**src/rtl/regwb_sequencer.sv**
```systemverilog
// Write-back sequencer for the register-file write port of the
// multicycle MIPS datapath.
//
// Ports:
//   clk, reset     rising-edge clock, async active-high reset
//   wb_req         write-back request (sampled only when idle)
//   wb_src         RegData source code (0000..1000 valid)
//   wb_dst         destination select: rt, rd, $31, $29
//   rt, rd         instruction register fields
//   muldiv_busy    HI/LO not yet valid
//   flush          abort the pending write
//   regdata_sel    RegData mux select
//   reg_dst        register-file write address
//   reg_write      one-cycle register-file write enable
//   wb_busy        sequencer not idle
//   wb_done        one-cycle completion pulse
//   wb_err         one-cycle pulse for an invalid source code
module regwb_sequencer #(
    parameter int MEM_WAIT = 2
) (
    input  logic       clk,
    input  logic       reset,
    input  logic       wb_req,
    input  logic [3:0] wb_src,
    input  logic [1:0] wb_dst,
    input  logic [4:0] rt,
    input  logic [4:0] rd,
    input  logic       muldiv_busy,
    input  logic       flush,
    output logic [3:0] regdata_sel,
    output logic [4:0] reg_dst,
    output logic       reg_write,
    output logic       wb_busy,
    output logic       wb_done,
    output logic       wb_err
);

    typedef enum logic [1:0] {
        S_IDLE,
        S_WAIT,
        S_WRITE
    } state_t;

    localparam logic [3:0] MEM_WAIT_C = 4'(MEM_WAIT);

    state_t     state_q;
    logic [3:0] cnt_q;
    logic [3:0] src_q;
    logic [4:0] dst_q;
    logic [3:0] sel_q;
    logic [4:0] rdst_q;
    logic       we_q;
    logic       busy_q;
    logic       done_q;
    logic       err_q;

    logic [4:0] dst_d;
    logic [3:0] cnt_d;
    logic       src_hilo;
    logic       src_bad;

    // Destination is resolved from the request, not at write time,
    // so rt/rd may change while the write is pending.
    always_comb begin
        dst_d = 5'd0;
        unique case (wb_dst)
            2'b00:   dst_d = rt;
            2'b01:   dst_d = rd;
            2'b10:   dst_d = 5'd31;
            default: dst_d = 5'd29;
        endcase
    end

    // Memory-derived sources need the read latency to elapse.
    always_comb begin
        cnt_d = 4'd0;
        if (wb_src == 4'b0001 || wb_src == 4'b0110 ||
            wb_src == 4'b0111)
            cnt_d = MEM_WAIT_C;
    end

    assign src_hilo = (src_q == 4'b0011) || (src_q == 4'b0100);
    assign src_bad  = (src_q > 4'b1000);

    // Outputs are computed from the next state, so they appear
    // in the same cycle as the state they describe.
    always_ff @(posedge clk or posedge reset) begin
        if (reset) begin
            state_q <= S_IDLE;
            cnt_q   <= 4'd0;
            src_q   <= 4'd0;
            dst_q   <= 5'd0;
            sel_q   <= 4'd0;
            rdst_q  <= 5'd0;
            we_q    <= 1'b0;
            busy_q  <= 1'b0;
            done_q  <= 1'b0;
            err_q   <= 1'b0;
        end else begin
            we_q   <= 1'b0;
            done_q <= 1'b0;
            err_q  <= 1'b0;
            unique case (state_q)
                S_IDLE: begin
                    if (wb_req) begin
                        state_q <= S_WAIT;
                        src_q   <= wb_src;
                        dst_q   <= dst_d;
                        cnt_q   <= cnt_d;
                        sel_q   <= wb_src;
                        rdst_q  <= dst_d;
                        busy_q  <= 1'b1;
                    end
                end
                S_WAIT: begin
                    if (flush) begin
                        state_q <= S_IDLE;
                        cnt_q   <= 4'd0;
                        sel_q   <= 4'd0;
                        rdst_q  <= 5'd0;
                        busy_q  <= 1'b0;
                    end else if (cnt_q != 4'd0) begin
                        cnt_q <= cnt_q - 4'd1;
                    end else if (!(src_hilo && muldiv_busy)) begin
                        state_q <= S_WRITE;
                        done_q  <= 1'b1;
                        if (src_bad) begin
                            sel_q <= 4'd0;
                            err_q <= 1'b1;
                        end else begin
                            // Writes to $zero complete silently.
                            we_q <= (dst_q != 5'd0);
                        end
                    end
                end
                default: begin
                    state_q <= S_IDLE;
                    cnt_q   <= 4'd0;
                    sel_q   <= 4'd0;
                    rdst_q  <= 5'd0;
                    busy_q  <= 1'b0;
                end
            endcase
        end
    end

    assign regdata_sel = sel_q;
    assign reg_dst     = rdst_q;
    assign reg_write   = we_q;
    assign wb_busy     = busy_q;
    assign wb_done     = done_q;
    assign wb_err      = err_q;

endmodule

```
**config.mk**
```make
export PLATFORM = sky130hd
export DESIGN_NAME = regwb_sequencer
export DESIGN_NICKNAME = d
export VERILOG_FILES = /design/src/rtl/regwb_sequencer.sv
export SDC_FILE = /design/constraint.sdc
export NUM_CORES = 1
export LEC_CHECK = 0
export ABC_AREA = 1
export BUFFER_PORTS_ARGS = -buffer_cell sky130_fd_sc_hd__buf_2
export CORE_MARGIN = 2
export CORE_UTILIZATION = 51
export DETAILED_ROUTE_END_ITERATION = 12
export PLACE_DENSITY = 0.84
export SLEW_MARGIN = 5
export SYNTH_ARGS = -nofsm -noshare
export SYNTH_HDL_FRONTEND = slang
export SYNTH_SLANG_ARGS = --single-unit
```
**constraint.sdc**
```tcl
create_clock -name clk -period 1.7 [get_ports clk]
set_clock_uncertainty 0.1 [all_clocks]
set_input_delay 0.17 -clock clk [delete_from_list [all_inputs] [get_ports clk]]
set_output_delay 0.17 -clock clk [all_outputs]
set_load 0.03 [all_outputs]
```
; Word level (Yosys, flattened, before mapping)
; Cells that the tools add are included.
[classes]
magnitude_cmp = 1
n_addsub = 1
mux = 37
n_reduce_logical = 13
eq_ne = 14
[op_table]
columns = operator, count
row1 = $mux 4, 8
row2 = $mux 1, 16
row3 = $pmux 4 s2, 2
row4 = $pmux 5 s3, 1
row5 = $eq 4x3->1 const B, 3
row6 = $ne 3x3->1 const B, 4
row7 = $mux 2, 5
row8 = $mux 5, 2
row9 = $pmux 5 s2, 1
row10 = $reduce_and 2->1, 3
row11 = $reduce_bool 5->1, 1
row12 = $eq 2x1->1 const B, 2
row13 = $eq 4x1->1 const B, 1
row14 = $eq 4x2->1 const B, 1
row15 = $gt 4x4->1 const B, 1
row16 = $logic_not 2->1, 2
row17 = $ne 2x2->1 const B, 2
row18 = $pmux 2 s2, 1
row19 = $reduce_and 4->1, 1
row20 = $reduce_bool 4->1, 1
row21 = $sub 4x1->4 const B, 1
row22 = $logic_or 1x1->1, 3
row23 = $reduce_and 3->1, 1
row24 = $eq 2x2->1 const B, 1
row25 = 2 further kinds, 2
[totals]
reg_bits = 28
input_bits = 21

; Depth between registers and ports, before layout
[depth]
ltp_word = 7
ltp_mapped = 8

; Worst setup path after synthesis
; No wires, ideal clock.
[synth_timing]
path_type = register to register
start = reg cnt_q[0]
end = reg sel_q[0] (netlist: regdata_sel[0])
period_less_slack_ns = 1.238
setup_ns = 0.118
path_slack_ns = 0.462
required_time_ns = 1.482
arrival_time_ns = 1.021
path_stages_with_launch = 8
cell_sequence = dfrtp_1 > inv_1 > ha_1 > nand2_1 > nand3_1 > nand3_2 > nand2_1 > nand2_1
[synth_via]
elab_chain_len = 3
[synth_lines]
columns = item, line_no
row1 = start: declaration, 47  ; logic [3:0] cnt_q;
row2 = start signal: assignment, 109  ; cnt_q <= cnt_d;
row3 = start signal: assignment, 123  ; cnt_q <= cnt_q - 4'd1;
row4 = $reduce_bool 4->1, 122  ; end else if (cnt_q != 4'd0) begin
row5 = $ne 3x3->1 (no source line), -
row6 = $reduce_and 4->1 (no source line), -
row7 = end signal: assignment, 110  ; sel_q <= wb_src;
row8 = end: declaration, 50  ; logic [3:0] sel_q;
; Every way passes these cells.
; A chain may end at the register's enable or synchronous reset.

; Worst setup path after layout
[layout_timing]
start = reg state_q[1]
end = reg rdst_q[0] (netlist: reg_dst[0])
[layout_via]
elab_chain_len = 3
elab_cells_between_ends = 6
classes_between = eq/ne: 3 / mux: 1 / reduce/logical: 2
[layout_lines]
columns = item, line_no
row1 = start: declaration, 46  ; state_t state_q;
row2 = start signal: assignment, 89  ; state_q <= S_IDLE;
row3 = start signal: assignment, 106  ; state_q <= S_WAIT;
row4 = start signal: assignment, 117  ; state_q <= S_IDLE;
row5 = $eq 2x1->1 or $logic_not 2->1 (tied branches), 103  ; unique case (state_q)
row6 = $ne 2x2->1 (no source line), -
row7 = $reduce_and 2->1 (no source line), -
row8 = end signal: assignment, 111  ; rdst_q <= dst_d;
row9 = end: declaration, 51  ; logic [4:0] rdst_q;
; Several ways; a longest one is shown, not always the timed one.

==> results by group <==
Cells and area
  • N_diodes: 0
  • Multi-input logic area: about 530 um2
  • Final nets: 221
  • Area grow syn2layout: 23.69%
  • Reg area: around 700 um2
  • Share of cells above drive strength 1: 0.2727
  • Fill count: 193

Outcome
  • Status: finished clean

Min path
  • Min-delay src: rt[3]
  • Hold Path Depth: 3
  • Worst Hold End: dst_q[3]
  • Hold WC Path Type: input port to flip-flop

STA
  • Least-Margin Pin Slew: 0.3521 ns
  • Setup TNS: 0 ns
  • Min Tclk post-route: roughly 1.4 ns
  • Final worst-path cycle share: 0.8164
  • Slew Viols, Final: 0
  • PnR worst setup slack: ~0.31 ns
  • Peak Freq: 0.7205 GHz
  • RSZ-0062 raised after global routing: false
  • Slew margin rel.: 0.7653
  • Setup-failing EPs final: 0
  • Hold Vio Cnt, Final: 0

Die
  • Die height: 54.78 um
  • Core Region: between 2000 and 2500 um2
  • Die area: between 3000 and 4000 um2
  • Initial Util: 0.5357
  • I/O pins: 34
  • Site row count: 18
  • Die Width: about 55 um

Logic synthesis
  • Synth Flop Type: dfrtp_1
  • Post-Syn Area: 1315 um2
  • #FFs+latches synth: 28
  • Most area-consuming cells after synthesis: dfrtp_1 (53%), nand2_1 (17%), inv_1 (4.3%), nand3_1 (3.8%), nand2_4 (3.4%)
  • Avg Synthesized Cell Area: 8.484 um2
  • Cell variety after synth: 25
  • Post-synth EDFFs: 0
  • Post-synthesis sequential area ratio: 0.5328
  • Net Count, Synth: 177
  • Cell taking the most area after synthesis: dfrtp_1
  • Ys Warns: 0
  • Most common cell in the synthesized netlist: nand2_1
  • Syn Inst Count: 155
  • Asr flop ratio synth: 1.000
  • Post-synth top cells: nand2_1 (59), dfrtp_1 (28), inv_1 (15)
  • Yosys top cell area share: 0.5328

Global route
  • Grt total ovfl: 0
  • Largest net degree at the start of global routing: 29
  • First-pass GRT wire length: roughly 4900 um
  • Initial antenna violation count: 0
  • All-Layer GR Usage: 0.2298
  • Vias in the first global route: 1202

Setup path
  • Setup Crit Path Kind: flip-flop to flip-flop
  • Crit start category: flip-flop
  • Worst path slowest cell: dfrtp_1
  • Worst reg2reg setup slack: approximately 0.31 ns
  • Req. time, crit path: between 1.5 and 2 ns
  • CP top delay family: flip-flops
  • Worst path buffer plus inverter count: 1
  • Worst path max stage delay: ~0.48 ns
  • Reg-to-Reg Start: state_q[1]
  • Crit-path max FO: 11
  • Crit end category: flip-flop
  • CP cell instances: nor2_2 > nand2_4 > inv_2 > o221ai_1 > nand2_1
  • Worst r2r path cells: 5
  • R2r endpoint: reg_dst[0]
  • CP Data Arrival Time: around 1.6 ns

Drt
  • DRC: 0
  • Routed WL: 2788 um
  • Final ANT Viol Nets: 0
  • Drt initial violations: 15
  • DRT Pass-1 Iters: 4
  • Via density: between 4 and 5
  • WL per Instance: roughly 12 um
  • Vias: about 1100

Clock tree
  • CTS root buf: clkbuf_4
  • Clk slew on worst S/H paths: between 0.15 and 0.2 ns
  • Clk Latency, worst-skew pair: 0.33 ns
  • Postcts setup bufs: 0
  • Longest Clk Path Bufs: 2
  • CTS tree: built
  • Clock Sinks: 28
  • Num CTS Buffers: 3
  • H-tree depth: 1

Power and ir drop
  • Power, Total: just over 3 mW
  • Pwr dens: 1859 nW/um2
  • Peak VDD IR: between 1 and 1.5 mV
  • P_leak: approximately 0.94 nW

Run
  • Max_cap viols: 0

Placed design
  • RePlAce Congestion: roughly 0.80
  • PortBufs: 33
  • Dpl hpwl: ~2100 um
  • Post-place setup slack: just over 0.3 ns
worst register-to-register path: stages (launching register included):
cell,delay [ns]
dfrtp_1,0.48
nor2_2,0.18
nand2_4,0.12
inv_2,0.19
o221ai_1,0.17
nand2_1,0.09
report_power, final:
| group | total [mW] | internal (mW) | switching [mW] | leakage (nW) |
|---|---|---|---|---|
| Combinational | 1.45 | 0.450 | 0.997 | 0.553 |
| Clock | 0.433 | 0.238 | 0.195 | 0.0279 |
| Sequential | 1.14 | 0.960 | 0.184 | 0.356 |
| Total | 3.02 | 1.65 | 1.38 | 0.936 |
worst max-delay path by stage:
stage               start             end  depth (start not counted)
2_1_floorplan    cnt_q[0]  regdata_sel[0]                          7
3_3_place_gp     cnt_q[0]  regdata_sel[1]                          7
3_5_place_dp     cnt_q[0]  regdata_sel[2]                          7
4_1_cts          cnt_q[0]  regdata_sel[2]                          7
5_1_grt          cnt_q[0]  regdata_sel[1]                          7
6_report       state_q[1]      reg_dst[0]                          5
cells in the final DEF, fill, tap and decap left out, types with 2 or more instances in the layout:
cell           instances
buf_2                 33
clkbuf_4               3
dfrtp_1               28
dlygate4sd3_1          6
inv_1                 15
inv_2                  3
nand2_1               59
nand2_2                2
nand2_4                4
nand3_1               10
nor2_1                11
nor3_1                 2
o21ai_0                6
per-stage QoR:
step / util / std cells / hold WS [ns] / cell area (um2)
5_1_grt: 0.6626 / 228 / 0.04438 / 1627
6_report: 0.6626 / 228 / 0.02273 / 1627
3_5_place_dp: 0.6167 / 218 / 0.1479 / 1514
3_3_place_gp: 0.6167 / 218 / 0.1411 / 1514
2_1_floorplan: - / 155 / 0.1354 / 1315
4_1_cts: 0.6626 / 228 / 0.01791 / 1627
state kept, by name, summed over array words and instances (netlist names):
| register | flops |
|---|---|
| dst_q | 5 |
| reg_dst | 5 |
| cnt_q | 4 |
| regdata_sel | 4 |
| src_q | 4 |
| state_q | 2 |
| reg_write | 1 |
| wb_busy | 1 |
| wb_done | 1 |
| wb_err | 1 |
cell families after synthesis:
group	share of synthesized area
and+or+nand+nor	0.3197
DFF	0.5328
buffers and inverters	0.06470
AOI/OAI and AO/OA	0.06660
xor gates and xnor gates	0.006662
adders and majority gates	0.009513
routing by layer:
metal  part of all wire  GRT usage  vias to the layer above
met5                  0          0                        -
met4              0.015    0.09583                        0
met3              0.051    0.03005                        4
met2               0.52     0.4206                       30
met1               0.41     0.2648                      531
li1                   -          -                      571
what timing repair did:
item | CTS | global route
gates resized for setup | 0 | 0
endpoints found under the setup margin | 0 | 0
hold buffers | 6 | 0
hold endpoints to repair | 36 | 0
layout make-up:
type,count,area share
Sequential cell,28,0.4308
Multi-Input combinational cell,107,0.3254
Timing Repair Buffer,40,0.1431
Inverter,19,0.04538
Tap cell,30,0.02308
Clock inverter,1,0.01846
Clock buffer,3,0.01385
(Power assumes the default switching activity.)
